<file path="src/rtl/gst_snd_pkg.sv">
// Shared definitions for the DMA sound engine.
//   snd_fmt_e / FMT_*   : sample format codes (fmt port)
//   snd_rate_e / RATE_* : playback rate codes (rate port)
//   snd_midpoint()      : unsigned silence level for a given output width
package gst_snd_pkg;

  localparam logic [1:0] FMT_STEREO8  = 2'd0;
  localparam logic [1:0] FMT_MONO8    = 2'd1;
  localparam logic [1:0] FMT_STEREO16 = 2'd2;
  localparam logic [1:0] FMT_RSVD     = 2'd3;

  localparam logic [1:0] RATE_6K25 = 2'd0;
  localparam logic [1:0] RATE_12K5 = 2'd1;
  localparam logic [1:0] RATE_25K  = 2'd2;
  localparam logic [1:0] RATE_50K  = 2'd3;

  typedef enum logic [1:0] {
    SF_STEREO8  = FMT_STEREO8,
    SF_MONO8    = FMT_MONO8,
    SF_STEREO16 = FMT_STEREO16,
    SF_RSVD     = FMT_RSVD
  } snd_fmt_e;

  typedef enum logic [1:0] {
    SR_6K25 = RATE_6K25,
    SR_12K5 = RATE_12K5,
    SR_25K  = RATE_25K,
    SR_50K  = RATE_50K
  } snd_rate_e;

  // Unsigned midpoint (silence) for an output of width w, 1..16 bits.
  function automatic logic [15:0] snd_midpoint(input int unsigned w);
    return 16'h0001 << (w - 1);
  endfunction

endpackage

</file>
<file path="src/rtl/gst_snd_fifo.sv">
// Counted word FIFO for the DMA sound engine.
//   clk32, res      : clock, synchronous active-high reset
//   flush           : empties the FIFO; a same-cycle push is discarded
//   push, din       : write one word; dropped when full
//   pop_n           : number of words to retire this cycle (0, 1 or 2)
//   head, head1     : words at the read pointer and the one after it
//   level           : words currently stored (0..2**AW)
module gst_snd_fifo #(
  parameter int unsigned AW = 3
) (
  input  logic          clk32,
  input  logic          res,
  input  logic          flush,
  input  logic          push,
  input  logic [15:0]   din,
  input  logic [1:0]    pop_n,
  output logic [15:0]   head,
  output logic [15:0]   head1,
  output logic [AW:0]   level
);

  localparam int unsigned DEPTH = 1 << AW;

  logic [15:0]   mem [DEPTH];
  logic [AW-1:0] wr_ptr;
  logic [AW-1:0] rd_ptr;
  logic          do_push;

  assign do_push = push && !flush && !res && (level != (AW+1)'(DEPTH));

  always_ff @(posedge clk32) begin
    if (do_push) mem[wr_ptr] <= din;
  end

  always_ff @(posedge clk32) begin
    if (res || flush) begin
      wr_ptr <= '0;
      rd_ptr <= '0;
      level  <= '0;
    end else begin
      if (do_push) wr_ptr <= wr_ptr + AW'(1);
      rd_ptr <= rd_ptr + AW'(pop_n);
      level  <= level + (AW+1)'(do_push) - (AW+1)'(pop_n);
    end
  end

  assign head  = mem[rd_ptr];
  assign head1 = mem[rd_ptr + AW'(1)];

endmodule

</file>
<file path="src/rtl/gst_dma_sound.sv">
// DMA sound playback engine: buffers DMA words captured on SLOAD_N falling
// edges, paces them out at the programmed rate and presents unsigned L/R
// samples.
//   clk32, res        : 32 MHz clock, synchronous active-high reset
//   fmt               : 0 stereo8, 1 mono8, 2 stereo16, 3 treated as stereo8
//   rate              : 0 6.25k, 1 12.5k, 2 25k, 3 50 kHz
//   flush             : empty FIFO, restart sequencing, silence outputs
//   SLOAD_N, MDIN     : DMA load strobe and data word
//   SREQ              : DMA request, high while at least two words free
//   fifo_level        : words buffered
//   sample_tick       : one-cycle strobe, new sample pair on audio_*
//   underrun          : sticky starvation flag
//   audio_left/right  : unsigned samples, OUT_W bits
// Optional feature macro: SND_UNDERRUN_EN. When defined, starvation at a
// sample slot sets underrun and silences the outputs; otherwise underrun is
// 0 and the outputs hold the last sample.
module gst_dma_sound
  import gst_snd_pkg::*;
#(
  parameter int unsigned FIFO_AW  = 3,
  parameter int unsigned OUT_W    = 8,
  parameter int unsigned BASE_DIV = 640
) (
  input  logic               clk32,
  input  logic               res,
  input  logic [1:0]         fmt,
  input  logic [1:0]         rate,
  input  logic               flush,
  input  logic               SLOAD_N,
  input  logic [15:0]        MDIN,
  output logic               SREQ,
  output logic [FIFO_AW:0]   fifo_level,
  output logic               sample_tick,
  output logic               underrun,
  output logic [OUT_W-1:0]   audio_left,
  output logic [OUT_W-1:0]   audio_right
);

  localparam int unsigned DEPTH = 1 << FIFO_AW;
  localparam int unsigned CW    = (BASE_DIV > 1) ? $clog2(BASE_DIV) : 1;
  localparam logic [OUT_W-1:0] MID = OUT_W'(snd_midpoint(OUT_W));

  // Signed 16-bit (8-bit samples sit in the upper byte) to unsigned OUT_W.
  function automatic logic [OUT_W-1:0] to_out(input logic [15:0] v);
    logic [15:0] u;
    u = v ^ 16'h8000;
    return u[15 -: OUT_W];
  endfunction

  // ---------------- load strobe edge detect ----------------
  logic sload_d;
  logic push;

  always_ff @(posedge clk32) begin
    if (res) sload_d <= 1'b1;
    else     sload_d <= SLOAD_N;
  end

  assign push = sload_d & ~SLOAD_N;

  // ---------------- FIFO ----------------
  logic [15:0] head;
  logic [15:0] head1;
  logic [1:0]  pop_n;

  gst_snd_fifo #(.AW(FIFO_AW)) u_fifo (
    .clk32 (clk32),
    .res   (res),
    .flush (flush),
    .push  (push),
    .din   (MDIN),
    .pop_n (pop_n),
    .head  (head),
    .head1 (head1),
    .level (fifo_level)
  );

  assign SREQ = (fifo_level < (FIFO_AW+1)'(DEPTH - 1));

  // ---------------- rate generator ----------------
  logic [CW-1:0] base_cnt;
  logic          base_en;
  logic [2:0]    sub_cnt;
  logic          rate_hit;
  logic          aclk_en;

  assign base_en = (base_cnt == '0);

  always_comb begin
    rate_hit = 1'b0;
    case (snd_rate_e'(rate))
      SR_50K:  rate_hit = 1'b1;
      SR_25K:  rate_hit = (sub_cnt[0] == 1'b0);
      SR_12K5: rate_hit = (sub_cnt[1:0] == 2'b00);
      default: rate_hit = (sub_cnt == 3'b000);
    endcase
  end

  // Counters free-run from reset; flush deliberately leaves them alone.
  always_ff @(posedge clk32) begin
    if (res) begin
      base_cnt <= '0;
      sub_cnt  <= '0;
      aclk_en  <= 1'b0;
    end else begin
      base_cnt <= (base_cnt == CW'(BASE_DIV - 1)) ? '0 : base_cnt + CW'(1);
      if (base_en) sub_cnt <= sub_cnt + 3'd1;
      aclk_en  <= base_en & rate_hit;
    end
  end

  // ---------------- format sequencer ----------------
  snd_fmt_e         fmt_q;
  logic             phase;
  logic             phase_n;
  logic             cur_phase;
  logic             upd;
  logic [OUT_W-1:0] l_n;
  logic [OUT_W-1:0] r_n;
  logic [7:0]       mono_b;
`ifdef SND_UNDERRUN_EN
  logic             starve;
`endif

  always_comb begin
    pop_n     = 2'd0;
    upd       = 1'b0;
    l_n       = audio_left;
    r_n       = audio_right;
    phase_n   = phase;
    mono_b    = 8'h00;
    // A format change restarts mono byte order from the high byte.
    cur_phase = (snd_fmt_e'(fmt) != fmt_q) ? 1'b0 : phase;
`ifdef SND_UNDERRUN_EN
    starve    = 1'b0;
`endif
    if (aclk_en) begin
      phase_n = cur_phase;
      case (snd_fmt_e'(fmt))
        SF_MONO8: begin
          if (fifo_level != '0) begin
            mono_b  = cur_phase ? head[7:0] : head[15:8];
            l_n     = to_out({mono_b, 8'h00});
            r_n     = to_out({mono_b, 8'h00});
            phase_n = ~cur_phase;
            pop_n   = cur_phase ? 2'd1 : 2'd0;
            upd     = 1'b1;
          end
`ifdef SND_UNDERRUN_EN
          else starve = 1'b1;
`endif
        end
        SF_STEREO16: begin
          if (fifo_level >= (FIFO_AW+1)'(2)) begin
            l_n   = to_out(head);
            r_n   = to_out(head1);
            pop_n = 2'd2;
            upd   = 1'b1;
          end
`ifdef SND_UNDERRUN_EN
          else starve = 1'b1;
`endif
        end
        default: begin
          if (fifo_level != '0) begin
            l_n   = to_out({head[15:8], 8'h00});
            r_n   = to_out({head[7:0], 8'h00});
            pop_n = 2'd1;
            upd   = 1'b1;
          end
`ifdef SND_UNDERRUN_EN
          else starve = 1'b1;
`endif
        end
      endcase
    end
  end

  // ---------------- output registers ----------------
`ifdef SND_UNDERRUN_EN
  logic underrun_q;
  assign underrun = underrun_q;
`else
  assign underrun = 1'b0;
`endif

  always_ff @(posedge clk32) begin
    if (res) begin
      fmt_q       <= SF_STEREO8;
      phase       <= 1'b0;
      audio_left  <= MID;
      audio_right <= MID;
      sample_tick <= 1'b0;
`ifdef SND_UNDERRUN_EN
      underrun_q  <= 1'b0;
`endif
    end else if (flush) begin
      phase       <= 1'b0;
      audio_left  <= MID;
      audio_right <= MID;
      sample_tick <= 1'b0;
`ifdef SND_UNDERRUN_EN
      underrun_q  <= 1'b0;
`endif
    end else begin
      if (aclk_en) fmt_q <= snd_fmt_e'(fmt);
      phase       <= phase_n;
      sample_tick <= upd;
      if (upd) begin
        audio_left  <= l_n;
        audio_right <= r_n;
      end
`ifdef SND_UNDERRUN_EN
      if (starve) begin
        underrun_q  <= 1'b1;
        audio_left  <= MID;
        audio_right <= MID;
      end
`endif
    end
  end

endmodule

</file>
<file path="config.mk">
export PLATFORM = sky130hd
export DESIGN_NAME = gst_dma_sound
export DESIGN_NICKNAME = d
export VERILOG_FILES = /design/src/rtl/gst_snd_pkg.sv /design/src/rtl/gst_snd_fifo.sv /design/src/rtl/gst_dma_sound.sv
export SDC_FILE = /design/constraint.sdc
export NUM_CORES = 1
export LEC_CHECK = 0
export CAP_MARGIN = 10
export CORE_ASPECT_RATIO = 1.2
export CORE_MARGIN = 2
export CORE_UTILIZATION = 64
export CTS_CLUSTER_DIAMETER = 120
export DETAILED_ROUTE_END_ITERATION = 12
export HOLD_SLACK_MARGIN = 0.06
export PLACE_DENSITY = 0.84
export SETUP_SLACK_MARGIN = 0.05
export SYNTH_ARGS = -nofsm -noshare
export SYNTH_HDL_FRONTEND = slang
export SYNTH_SLANG_ARGS = --single-unit
</file>
<file path="constraint.sdc">
create_clock -name clk32 -period 6.4 [get_ports clk32]
set_input_delay 0.96 -clock clk32 [delete_from_list [all_inputs] [get_ports clk32]]
set_output_delay 0.96 -clock clk32 [all_outputs]
set_load 0.02 [all_outputs]
</file>
==> metrics.md, run 1 <==
| Metric | Value |
|---|---|
| Status | `finished clean` |
| Compound-gate portion of the synthesized area | `0.0717` |
| Synth Flop Type | `edfxtp_1` |
| Routed vias | `4656` |
| Fmax | `0.291 GHz` |
| Reg clk slew, reported paths | `60 ps` |
| Top Usage Layer GRT | `met2` |
| Placed insts | `721` |
| Area delta synth->final | `14.7%` |
| Pre-CTS setup slack | `2550 ps` |
| HPWL Detailed | `10500 um` |
| WP data arrival | `3550 ps` |
| Met3 GRT Util | `0.0576` |
| Dpl cell area | `8230 um2` |
| Flop-to-flop setup slack | `3290 ps` |
| DR DRC count | `0` |
| Simple-Gate Fraction of Synth Area | `0.0764` |
| Cell Area, Synth | `7650 um2` |
| Maximum vdd drop | `210 uV` |
| GP Congestion | `0.853` |
| Vias in the first global route | `4805` |
| Vias per inst | `6.18` |
| Die width | `104 um` |
| Post-route ant nets | `0` |
| Fraction of the mapped netlist area in adder cells | `0.0347` |
| CTS root buffer | `clkbuf_16` |
| Die Y | `124 um` |
| Fraction of registers with async set/reset | `0` |
| TNS Setup | `0 ps` |
| Max-cap violations | `0` |
| Post-Synth XOR/XNOR Area | `0.0218` |
| DRT iter0 DRCs | `494` |
| Clock Tree Buf Depth | `2` |
| Power Density | `257 nW/um2` |
| Period utilisation layout | `0.537` |
| All-Layer GR Usage | `0.262` |
| Avg WL per Cell | `21.0 um` |
| Fill cells | `712` |
| Mean area per synthesized cell | `14.4 um2` |
| Critical Path Sink Type | `register` |
| Yosys warning total | `0` |
| CTS tree | `done` |
| Cts repair resizes | `0` |
| Pin count of the biggest net entering global routing | `64` |
| Worst slew pin tran | `1020 ps` |
| WL final | `15800 um` |
| Syn_nets | `577` |
| Seq cells post-synth | `173` |
| Total gr overflow | `0` |
| Post-synthesis mux area share | `0.144` |
| First-pass GRT wire length | `25100 um` |
| Number of library cell types mapped by synthesis | `47` |
| Core ar. | `11600 um2` |
| Post-Synthesis Cells | `533` |
| Post-CTS Setup Inserts | `0` |
| Clock skew | `13.1 ps` |
| Site row count | `43` |
| Layout Cells excl Fill | `753` |
| Hold_buf cts | `0` |
| LEAKAGE | `0.00288 uW` |
| Hold crit path type | `reg2reg` |
| H-Tree Depth | `4` |
| Fin nets | `627` |
| Hold Path Depth | `1` |
| Post-route cell area | `8770 um2` |
| Worst-Skew Late Latency | `420 ps` |
| Initial antenna violation count | `0` |
| Hold Violations, Final | `0` |
| CTS buffer count | `17` |
| WHS | `484 ps` |
| N_diodes | `0` |
| Met2 Track Usage GR | `0.483` |
| Worst reg2reg path depth | `5` |
| FF/Latch Area | `4750 um2` |
| Max Slew Vio Count | `0` |
| Die area | `12800 um2` |
| Post-synth EDFFs | `128` |
| Worst Setup Start Kind | `primary input` |
| Pre-antenna DRT Iters | `5` |
| Largest family of logic cells by synthesized area | `multiplexers` |
| Initial Util | `0.658` |
| GR Util met1 | `0.308` |
| Max-slew headroom | `0.317` |
| Final setup fails | `0` |
| RSZ-0062 raised after global routing | `no` |
| Setup CP Type | `in2reg` |
| CTS sink cnt | `173` |
| Worst setup margin | `2960 ps` |
| Critical path required time | `6520 ps` |
| Area of the multi-input gates | `2680 um2` |
| Port bufs | `45` |
| Share of layout cells above drive strength 1 | `0.158` |
| IO Pins | `47` |
| Crit path time final | `3440 ps` |
| Seq/Total Area, Yosys | `0.620` |
| Crit path max fanout | `14` |
==> flip-flops by register name (all words and copies together) (netlist names) <==
register	count
u_fifo.mem	128
base_cnt	10
audio_left	8
audio_right	8
u_fifo.level	4
sub_cnt	3
u_fifo.rd_ptr	3
u_fifo.wr_ptr	3
fmt_q	2
aclk_en	1
phase	1
sample_tick	1
sload_d	1
==> cell type report <==
cell class,instances,area share
timing repair buffer,55,0.0599
clock buffer,18,0.0489
tap,157,0.0224
multi-input combinational,316,0.306
clock inverter,14,0.0137
inverter,20,0.00856
sequential,173,0.541
==> synthesized netlist by cell type (all sizes together), types with 2 or more instances <==
| library cell | instances | share of area |
|---|---|---|
| edfxtp | 128 | 0.50 |
| nand2 | 50 | 0.025 |
| dfxtp | 45 | 0.12 |
| nor2 | 39 | 0.019 |
| mux4 | 28 | 0.082 |
| mux2i | 26 | 0.034 |
| inv | 20 | 0.0098 |
| mux2 | 19 | 0.028 |
| ha | 18 | 0.029 |
| buf | 16 | 0.017 |
| o21ai | 11 | 0.0072 |
| xnor2 | 10 | 0.011 |
| a22oi | 9 | 0.0088 |
| o221ai | 9 | 0.010 |
| xor2 | 9 | 0.010 |
| a31oi | 8 | 0.0065 |
| clkbuf | 8 | 0.0039 |
| nand2b | 8 | 0.0065 |
| o22ai | 8 | 0.0065 |
| a221oi | 7 | 0.0088 |
| nor2b | 7 | 0.0057 |
| a41oi | 6 | 0.0069 |
| and2 | 6 | 0.0049 |
| a21oi | 5 | 0.0033 |
| nand3 | 5 | 0.0033 |
| nor3 | 5 | 0.0033 |
| a211oi | 4 | 0.0039 |
| or2 | 3 | 0.0025 |
| fa | 2 | 0.0052 |
| nand4 | 2 | 0.0016 |
==> per-layer routing <==
metal	vias to the layer above	share of wire	wire length [um]
met5	-	0	0
met4	0	0.021	332
met3	31	0.057	895
met2	164	0.54	8480
met1	2333	0.39	6130
li1	2128	-	-
==> where the power goes <==
group          switching (uW)  leakage [uW]  total [uW]  internal, uW
registers                8.39       0.00152        1220          1210
clock network             414      0.000260         948           534
logic                    47.3       0.00111        84.1          36.7
==> critical path, cell delays in order <==
cell and delay [ps]:
clkdlybuf4s50_1 640, or2_1 360, a2111oi_4 540, nand2b_1 210, nor2_1 520, buf_4 310
==> per-stage QoR <==
stage                      util  power, uW
after floorplan               -       1290
after global placement    0.708       1320
after detailed placement  0.708       1330
after CTS                 0.755       2260
after global routing      0.755       2320
final                     0.755       2250
==> cells in the final DEF, fill, tap and decap left out, types with 7 or more instances in the layout <==
cell type and instances:
nand2b_1 8, a31oi_1 8, dfxtp_1 44, xor2_1 9, nor2b_1 7, a22oi_1 9
ha_1 18, o221ai_1 9, inv_1 20, nor2_1 39, xnor2_1 10, o21ai_0 11
buf_4 10, o22ai_1 8, mux4_2 28, mux2_2 19, clkbuf_16 17, mux2i_1 26
clkdlybuf4s50_1 45, nand2_1 50, edfxtp_1 128
==> kinds of logic (layout without fill, tap and decap cells) <==
logic type               count (synthesis)  in the layout
flip-flops                             173            173
XOR/XNOR                                19             19
multiplexers                            73             73
other                                    1              1
buffers and inverters                   44            107
adder cells (fa/ha/maj)                 20             20
AO/OA/AOI/OAI                           73             73
AND/OR/NAND/NOR                        130            130
==> path summary, 6_finish.rpt <==
check	startpoint	to
max	res	u_fifo.mem[1][4]
max reg2reg	u_fifo.rd_ptr[0]	audio_right[5]
min reg2reg	base_cnt[0]	base_cnt[0]
min	base_cnt[0]	base_cnt[0]
Power figures use the tool's default switching activity.
==> inputs of run 2 (changes only) <==
--- a/config.mk
+++ b/config.mk
@@ -8,11 +8,11 @@
 export CAP_MARGIN = 10
 export CORE_ASPECT_RATIO = 1.2
 export CORE_MARGIN = 2
-export CORE_UTILIZATION = 64
+export CORE_UTILIZATION = 53
 export CTS_CLUSTER_DIAMETER = 120
 export DETAILED_ROUTE_END_ITERATION = 12
 export HOLD_SLACK_MARGIN = 0.06
-export PLACE_DENSITY = 0.84
+export PLACE_DENSITY = 0.74
 export SETUP_SLACK_MARGIN = 0.05
 export SYNTH_ARGS = -nofsm -noshare
 export SYNTH_HDL_FRONTEND = slang
==> constraint.sdc (replaced) <==
create_clock -name clk32 -period 3 [get_ports clk32]
set_input_delay 0.45 -clock clk32 [delete_from_list [all_inputs] [get_ports clk32]]
set_output_delay 0.45 -clock clk32 [all_outputs]
set_load 0.02 [all_outputs]
==> metrics.md, run 2 (synthesis gave the netlist of run 1 again) <==
| Metric | Value |
|---|---|
| Die Y | `136 um` |
| Port bufs | `45` |
| Max-cap violations | `0` |
| Status | `finished clean` |
| Regs by FF count | `u_fifo.mem (128), base_cnt (10)` |
| IO Pins | `47` |
| Vias per inst | `5.81` |
| Post-route ant nets | `0` |
| Post-CTS Setup Inserts | `0` |
| Cts repair resizes | `0` |
| TNS Setup | `0 ps` |
| Worst Setup Start Kind | `primary input` |
| Maximum vdd drop | `400 uV` |
| HPWL Detailed | `10800 um` |
| Max FFs per register | `128` |
| First-pass GRT wire length | `24600 um` |
| Clock skew | `4.70 ps` |
| R2R Path End | `u_fifo.level[2]` |
| Flop-to-flop setup slack | `390 ps` |
| DR DRC count | `0` |
| Hold Violations, Final | `0` |
| Hold crit path type | `reg2reg` |
| R2r startpoint | `u_fifo.level[2]` |
| Register name with the most flops | `u_fifo.mem` |
| WL final | `15800 um` |
| Setup CP Type | `in2reg` |
| HP Start | `audio_left[7]` |
| Pre-antenna DRT Iters | `5` |
| N_diodes | `0` |
| Power Density | `543 nW/um2` |
| CTS tree | `done` |
| Fmax | `0.382 GHz` |
| Core ar. | `14200 um2` |
| Site row count | `48` |
| Critical Path Start | `fmt[0]` |
| Critical Path Sink Type | `register` |
| Die area | `15400 um2` |
| CTS buffer count | `17` |
| Placed insts | `763` |
| Initial antenna violation count | `0` |
| CTS sink cnt | `173` |
| Max Slew Vio Count | `0` |
| Crit path max fanout | `4` |
| Critical path required time | `3320 ps` |
| Fill cells | `1042` |
| Final setup fails | `0` |
| Vias in the first global route | `4736` |
| Area delta synth->final | `18.0%` |
| LEAKAGE | `0.00303 uW` |
| WP data arrival | `2930 ps` |
| All-Layer GR Usage | `0.217` |
| WHS | `472 ps` |
| Worst reg2reg path depth | `15` |
| Share of layout cells above drive strength 1 | `0.191` |
| Die width | `114 um` |
| Worst-Skew Late Latency | `430 ps` |
| Period utilisation layout | `0.873` |
| Routed vias | `4614` |
| Fin nets | `651` |
| GP Congestion | `0.838` |
| DRT iter0 DRCs | `300` |
| CTS root buffer | `clkbuf_16` |
| H-Tree Depth | `4` |
| Most frequent cells in the layout | `edfxtp_1 (128), nand2_1 (50), clkdlybuf4s50_1 (45)` |
| Max-slew headroom | `0.559` |
| WHS Endpoint | `audio_left[7]` |
| Most common cell after layout, fill and taps aside | `edfxtp_1` |
| Reg clk slew, reported paths | `60 ps` |
| Clock Tree Buf Depth | `2` |
| Hold_buf cts | `0` |
| Total gr overflow | `0` |
| Hold Path Depth | `2` |
| Initial Util | `0.537` |
| Crit path time final | `2620 ps` |
| Design Power | `4900 uW` |
| RSZ-0062 raised after global routing | `no` |
| Pin count of the biggest net entering global routing | `46` |
| Worst slew pin tran | `660 ps` |
| Layout Cells excl Fill | `794` |
| Avg WL per Cell | `19.8 um` |
==> run 2: stage by stage <==
stage	util	instance area, um2	setup slack, ps
2_1_floorplan	-	7660	446
3_3_place_gp	0.594	8450	7.12
3_5_place_dp	0.594	8450	-10.2
4_1_cts	0.634	9020	408
5_1_grt	0.634	9020	161
6_report	0.634	9020	382
==> run 2: power by group <==
part / internal [uW] / switching (uW)
Clock: 1220 / 890
Combinational: 84.9 / 98.9
Sequential: 2590 / 17.4
==> run 2: critical path: stages <==
cell             delay (ps)
clkdlybuf4s50_1         560
xnor2_1                 140
and3_1                  200
ha_1                    150
nand2_1                  40
o21ai_0                 130
and2_1                  170
ha_1                    230
inv_1                    60
ha_1                    150
inv_1                    60
fa_1                    370
xor2_1                  170
nor2_1                   50
==> run 2: area by class of cell <==
class	count	area [um2]	area share
Clock inverter	14	145	0.0161
Inverter	20	75.1	0.00832
Multi-Input combinational cell	316	2680	0.297
Clock buffer	17	425	0.0471
Tap cell	175	219	0.0243
Timing Repair Buffer	79	731	0.0810
Sequential cell	173	4750	0.526
==> run 2: worst max-delay path by stage <==
stage | endpoint | cells past startpoint | slack (ps)
global route | u_fifo.level[2] | 15 | 160
CTS | u_fifo.level[2] | 15 | 410
global placement | u_fifo.level[2] | 14 | 7
floorplan | u_fifo.level[2] | 15 | 450
finish | u_fifo.level[2] | 14 | 380
detailed placement | u_fifo.level[2] | 14 | -10
==> run 2: per-layer routing <==
metal | vias up | track usage | wire, um
met2 | 170 | 0.376 | 8020
met1 | 2231 | 0.260 | 6200
li1 | 2180 | - | -
met5 | - | 0 | 0
met4 | 0 | 0.101 | 403
met3 | 33 | 0.0465 | 1130
==> inputs of run 3 (changes only) <==
--- a/config.mk
+++ b/config.mk
@@ -11,6 +11,7 @@
 export CORE_UTILIZATION = 53
 export CTS_CLUSTER_DIAMETER = 120
 export DETAILED_ROUTE_END_ITERATION = 12
+export GPL_TIMING_DRIVEN = 0
 export HOLD_SLACK_MARGIN = 0.06
 export PLACE_DENSITY = 0.74
 export SETUP_SLACK_MARGIN = 0.05
==> metrics.md, run 3 (synthesis gave the netlist of run 1 again) <==
| Metric | Value |
|---|---|
| WP data arrival | `3100 ps` |
| Crit path time final | `2800 ps` |
| Critical Path Sink Type | `register` |
| CTS tree | `done` |
| Status | `finished clean` |
| Die Y | `136 um` |
| Max Slew Vio Count | `0` |
| Site row count | `48` |
| HPWL Detailed | `12100 um` |
| Number of cells on the critical path | `14` |
| Initial Util | `0.537` |
| R2r startpoint | `u_fifo.level[2]` |
| Max FFs per register | `128` |
| Pin count of the biggest net entering global routing | `17` |
| Core ar. | `14200 um2` |
| Hold Path Depth | `1` |
| Worst-path cell chain | `clkdlybuf4s50_1 -> xnor2_1 -> and3_2 -> ha_1 -> nand2_1 -> o21ai_0 -> and2_1 -> ha_1 -> inv_1 -> ha_1 -> inv_1 -> fa_1 -> xor2_1 -> nor2_1` |
| First-pass GRT wire length | `26200 um` |
| Share of layout cells above drive strength 1 | `0.177` |
| Most common cell after layout, fill and taps aside | `edfxtp_1` |
| H-Tree Depth | `4` |
| Max-cap violations | `0` |
| Routed vias | `4724` |
| Maximum vdd drop | `428 uV` |
| Fmax | `0.357 GHz` |
| Cts repair resizes | `0` |
| Initial antenna violation count | `0` |
| Vias per inst | `5.96` |
| Setup CP Type | `in2reg` |
| Die width | `114 um` |
| Area delta synth->final | `19.6%` |
| CP bufs+invs | `3` |
| Port bufs | `45` |
| Fin nets | `648` |
| Max-slew headroom | `0.547` |
| Pre-antenna DRT Iters | `5` |
| Total gr overflow | `0` |
| Worst setup margin | `199 ps` |
| Layout Cells excl Fill | `792` |
| Pre-CTS setup slack | `-291 ps` |
| Post-route cell area | `9150 um2` |
| CTS buffer count | `17` |
| Placed insts | `761` |
| Reg clk slew, reported paths | `60 ps` |
| DR DRC count | `0` |
| IO Pins | `47` |
| HP Start | `base_cnt[0]` |
| WL final | `17000 um` |
| Worst reg2reg path depth | `15` |
| Crit path max fanout | `5` |
| DRT iter0 DRCs | `338` |
| Die area | `15400 um2` |
| Register name with the most flops | `u_fifo.mem` |
| Period utilisation layout | `0.934` |
| LEAKAGE | `0.00302 uW` |
| Cell seen most often among critical-path stages | `ha_1` |
| Regs by FF count | `u_fifo.mem (128), base_cnt (10)` |
| CTS root buffer | `clkbuf_16` |
| Vias in the first global route | `4811` |
| Cell family with most CP delay | `adder cells` |
| RSZ-0062 raised after global routing | `no` |
| N_diodes | `0` |
| Hold_buf cts | `0` |
| TNS Setup | `0 ps` |
| All-Layer GR Usage | `0.234` |
| Dpl cell area | `8540 um2` |
| Hold Violations, Final | `0` |
| Clock Tree Buf Depth | `2` |
| Most frequent cells in the layout | `edfxtp_1 (128), nand2_1 (50), dfxtp_1 (45), clkdlybuf4s50_1 (45), nor2_1 (33)` |
| Power Density | `551 nW/um2` |
| Hold crit path type | `reg2reg` |
| CTS sink cnt | `173` |
| Clock skew | `6.68 ps` |
| Post-CTS Setup Inserts | `0` |
| Post-route ant nets | `0` |
| CP peak stage delay | `560 ps` |
| WHS | `482 ps` |
| Critical path's slowest cell | `clkdlybuf4s50_1` |
| Worst slew pin tran | `677 ps` |
| Avg WL per Cell | `21.5 um` |
| Final setup fails | `0` |
| Worst-Skew Late Latency | `430 ps` |
| Critical Path Start | `fmt[0]` |
| Critical path required time | `3300 ps` |
| GP Congestion | `0.832` |
| Worst Setup Start Kind | `primary input` |
run 3: cell count changes in the layout (fill, tap and decap cells not counted), sizes merged:
cell and delta:
bufinv +2, buf -10, inv -2, clkinvlp -1
clkbuf +9
run 3: worst reg2reg max path, delay by kind of cell, from the launching register on:
kind / cells / cell delay [ps]
adder cells (fa/ha/maj): 5 / 1110
AND/OR/NAND/NOR: 5 / 560
flip-flops: 1 / 360
buffers and inverters: 3 / 220
AO/OA/AOI/OAI: 1 / 170
XOR/XNOR: 1 / 150
run 3: path summary, 6_finish.rpt:
check / to / slack [ps]
worst max-delay path: u_fifo.level[2] / 200
worst min-delay path: base_cnt[0] / 480
worst max register to register: u_fifo.level[2] / 290
worst min register to register: base_cnt[0] / 480
run 3: metrics by stage:
| step | total power (uW) | utilization |
|---|---|---|
| floorplan | 2750 | - |
| global placement | 2830 | 0.585 |
| detailed placement | 2840 | 0.600 |
| CTS | 5060 | 0.642 |
| global route | 5200 | 0.643 |
| finish | 5040 | 0.643 |
run 3: where the power goes:
group	internal (uW)	total [uW]	leakage, uW	switching [uW]
sequential	2590	2610	0.00152	17.9
clock	1380	2250	0.000287	870
combinational	83.6	185	0.00122	102
run 3: layout make-up:
cell class | instances | area (um2)
Buffer | 23 | 153
Fill cell | 1040 | 5090
Clock buffer | 19 | 433
Multi-Input combinational cell | 316 | 2720
Tap cell | 175 | 219
Sequential cell | 173 | 4740
Timing Repair Buffer | 53 | 633
Inverter | 20 | 75.1
Clock inverter | 13 | 173
run 3: layer usage:
metal  GRT usage  wire length [um]  vias up  share of wire
met3      0.0456               769       37          0.045
met5           0                 0        -              0
met1       0.283              6870     2356           0.40
li1            -                 -     2167              -
met2       0.390              8740      164           0.51
met4       0.140               668        0          0.039
==> RTL change 1: new RTL, flow settings as in run 3 <==
Set the parameter `FIFO_AW` to 2 (it was 3).
--- a/src/rtl/gst_dma_sound.sv
+++ b/src/rtl/gst_dma_sound.sv
@@ -18,5 +18,5 @@
   import gst_snd_pkg::*;
 #(
-  parameter int unsigned FIFO_AW  = 3,
+  parameter int unsigned FIFO_AW  = 2,
   parameter int unsigned OUT_W    = 8,
   parameter int unsigned BASE_DIV = 640
Interface: changed (resized fifo_level); port bits go from 47 to 46. The function was not compared with the original's and may differ.
==> RTL change 1 against run 3 <==
  * Worst hold slack got worse by 0.058 ns
  * Final area fell by 38%
  * Routed wire length fell by 45%
  * Setup slack improved by 0.086 ns
  * Sequential cell count fell by 67
  * Global-route usage fell by 3.6 points
  * First-iteration DRC count fell by 57%
  * Area after synthesis fell by 36%
  * Sequential power fell by 39%
  * Register-to-register slack improved by 0.03 ns
  * Critical path type unchanged
  * Total power fell by 49%
  * Largest power group unchanged
==> RTL change 1: results (changes against run 3) <==
Post-DP Area 5490 um^2 (was 8540 um^2); Pre-Repair DR Iteration Count 4 (was 5); Sequential Power Share 0.617 (was 0.517); GRT Util Overall 0.198 (was 0.234); syn_nets 398 (was 577); IO buf count 44 (was 45); total CTS buffers 9 (was 17); share of cells above drive strength 1 0.150 (was 0.177); clock skew 0.00483 ns (was 0.00668 ns); Slew @ Worst Pin 0.860 ns (was 0.677 ns); Synth cell types 48 (was 47); Int Pwr 1.95 mW (was 4.05 mW); gpl congestion 0.814 (was 0.832); wire length per cell 17.4 um (was 21.5 um); CP max FO 8 (was 5); maximum VDD drop 0.000368 V (was 0.000428 V); worst r2r path cells 13 (was 15); Avg Cell Area, Syn 13.6 um^2 (was 14.4 um^2); Iter 0 DRT Violations 145 (was 338); Crit-path slowest cell fa_1 (was clkdlybuf4s50_1); status complete, no violations (unchanged); Largest stage delay, worst path 0.38 ns (was 0.56 ns); Largest regs u_fifo.mem: 64 flops, base_cnt: 10 flops (was u_fifo.mem: 128 flops, base_cnt: 10 flops); Logic pwr share 0.074 (was 0.037); Clk Latency, worst-skew pair 0.36 ns (was 0.43 ns); Total Nets Final 453 (was 648)
[RTL change 1: cell types whose count changed after synthesis, moves of 9 or more]
cell      delta
nand2_1     -40
a21oi_1     +17
nor2_1      -16
mux2_2      -17
o21ai_1      +9
edfxtp_1    -64
mux2i_1     -11
a22oi_1      -9
[RTL change 1: tightest hold or removal path, stage by stage]
cell and delay [ns]:
clkbuf_2 0.16, nand2_1 0.09, a21oi_1 0.05
[RTL change 1: worst paths after layout]
kind | start | end | slack, ns
worst max-delay path | fmt[0] | u_fifo.level[2] | 0.28
worst max register to register | fmt_q[1] | u_fifo.level[2] | 0.32
worst min register to register | base_cnt[0] | base_cnt[0] | 0.49
worst min-delay path | fmt[1] | fmt_q[1] | 0.42
[RTL change 1: cells by family after synthesis]
family                   count (synthesis)  synth area share
AO/OA/AOI/OAI                           77             0.110
XOR/XNOR                                19            0.0370
adder cells (fa/ha/maj)                 14            0.0373
buffers and inverters                   34            0.0355
flip-flops                             106             0.564
multiplexers                            39             0.136
other                                    1          0.000766
AND/OR/NAND/NOR                         70            0.0784
[RTL change 1: per-layer routing]
layer / global-route usage / vias to the layer above / wire length (um)
met2: 0.333 / 73 / 4700
met5: 0 / - / 0
met4: 0.0757 / 0 / 148
li1: - / 1488 / -
met3: 0.0363 / 15 / 379
met1: 0.261 / 1522 / 4190
[RTL change 1: what timing repair did]
| item | in CTS | in global routing |
|---|---|---|
| endpoints found under the setup margin | 2 | 1 |
| setup buffers | 0 | 0 |
| pin swaps | 0 | 0 |
| gates resized for setup | 6 | 4 |
[RTL change 1: area by class of cell]
type,count,area [um^2]
timing repair buffer,44,435
multi-input combinational,220,1990
tap,120,150
inverter,16,60.1
sequential,106,2760
fill,699,3350
clock inverter,6,42.5
buffer,18,114
clock buffer,10,128
==> RTL change 2: new RTL, config.mk and constraints of run 3 <==
Made on the original files. Register the output `SREQ`; this adds one clock of latency there. The other outputs are not delayed to match.
--- a/src/rtl/gst_dma_sound.sv
+++ b/src/rtl/gst_dma_sound.sv
@@ -76,5 +76,7 @@
   );
 
-  assign SREQ = (fifo_level < (FIFO_AW+1)'(DEPTH - 1));
+  always_ff @(posedge clk32) begin
+    SREQ <= (fifo_level < (FIFO_AW+1)'(DEPTH - 1));
+  end
 
   // ---------------- rate generator ----------------
Formal check against the unedited RTL: not equivalent (a bounded check fails within 4 cycles, from zero or initial values).
==> RTL change 2 against run 3 <==
  * Clock power down 5%
  * Via count up 2.6%
  * Total power down 1.7%
  * Sequential cell count up 1
  * Combinational power up 5%
  * Setup slack better by 0.045 ns
  * Final area up 0.11%
  * Die area up 1.2%
  * Largest cell class unchanged
  * Routed wire length up 3.7%
  * Sequential share of layout area up 0.16 points
  * Area after synthesis up 1.2%
  * Largest power group unchanged
==> RTL change 2: results (changes against run 3) <==
Synth cell types 55 (was 47); placed instance count 764 (was 761); CP max FO 10 (was 5); wire length per cell 22.2 um (was 21.5 um); Iter 0 DRT Violations 411 (was 338); max_slew headroom 0.411 (was 0.547); Sequential Power Share 0.528 (was 0.517); Fillers 1,063 (was 1,040); Int Pwr 3.86 mW (was 4.05 mW); Crit-path slowest cell nor2_2 (was clkdlybuf4s50_1); number of global-route vias before repair 4,918 (was 4,811); ranking of synthesized cells by area edfxtp_1 (50%), dfxtp_1 (12%), mux4_2 (8.4%) (was edfxtp_1 (50%), dfxtp_1 (12%), mux4_2 (8.2%)); Avg Cell Area, Syn 14.4 um^2 (about the same); largest net degree at the start of global routing 18 (was 17); DP HPWL 12,600 um (was 12,100 um); Setup WS post-layout 0.244 ns (was 0.199 ns); via/cell ratio 6.09 (was 5.96); Reg clk slew, reported paths 0.07 ns; maximum VDD drop 0.000417 V (was 0.000428 V); Seq/Total Area, Yosys 0.615 (was 0.620); Synth top cells by count edfxtp_1 (128), nor2_1 (55), dfxtp_1 (46) (was edfxtp_1 (128), nand2_1 (50), dfxtp_1 (45)); routed wl met3 1160 um (was 769 um); Post-DP Area 8580 um^2 (was 8540 um^2); share of cells above drive strength 1 0.153 (was 0.177); Total Nets Final 652 (was 648); DR WL met2 9260 um (was 8740 um); Clock Power Share 0.433 (was 0.446); Worst R2R Setup Slack 0.27 ns (was 0.29 ns); syn_nets 580 (was 577); M1 wire length 6790 um (was 6870 um); status complete, no violations (unchanged); Clk Latency, worst-skew pair 0.43 ns (about the same); total CTS buffers 17 (unchanged); gpl congestion 0.897 (was 0.832); GRT Util Overall 0.241 (was 0.234); clock skew 0.00975 ns (was 0.00668 ns); Place WS -0.207 ns (was -0.291 ns); Pleak 3.08 nW (was 3.02 nW)
-- RTL change 2: routing by layer --
layer	vias to the layer above	GRT usage
met1	2421	0.293
met4	0	0.0860
met2	200	0.428
met3	37	0.0473
met5	-	0
li1	2191	-
-- RTL change 2: kinds of logic (layout without fill, tap and decap cells) --
family,Yosys count,in the layout,share of synthesized area
and+or+nand+nor,116,116,0.0706
other,1,1,0.000484
AOI/OAI and AO/OA,85,85,0.0792
DFF,174,174,0.615
muxes,76,76,0.148
adders and majority gates,20,20,0.0343
buffers and inverters,46,131,0.0322
xor gates and xnor gates,18,18,0.0204
-- RTL change 2: path summary, 6_finish.rpt --
kind / from / to / cells after the start
max: res / u_fifo.mem[2][13] / 6
min: u_fifo.level[3] / SREQ / 1
max reg2reg: u_fifo.level[2] / u_fifo.level[2] / 15
min reg2reg: u_fifo.level[3] / SREQ / 1
-- RTL change 2: metrics by stage --
| step | total power [mW] | hold slack (ns) |
|---|---|---|
| after floorplan | 2.77 | 0.441 |
| after global placement | 2.85 | 0.456 |
| after detailed placement | 2.86 | 0.469 |
| after CTS | 4.98 | 0.484 |
| after global routing | 5.09 | 0.515 |
| final | 4.96 | 0.475 |
-- RTL change 2: critical path, delay by kind of cell --
kind                   cells  cell delay (ns)
AOI/OAI and AO/OA          1             0.54
buffers and inverters      2             0.73
and+or+nand+nor            3             1.16
-- RTL change 2: area by class of cell --
class | count | area, um^2 | area share
tap | 175 | 219 | 0.0239
clock inverter | 14 | 145 | 0.0159
buffer | 24 | 166 | 0.0182
timing repair buffer | 53 | 583 | 0.0637
clock buffer | 18 | 429 | 0.0469
multi-input combinational | 316 | 2770 | 0.302
inverter | 22 | 82.6 | 0.00902
sequential | 174 | 4760 | 0.520
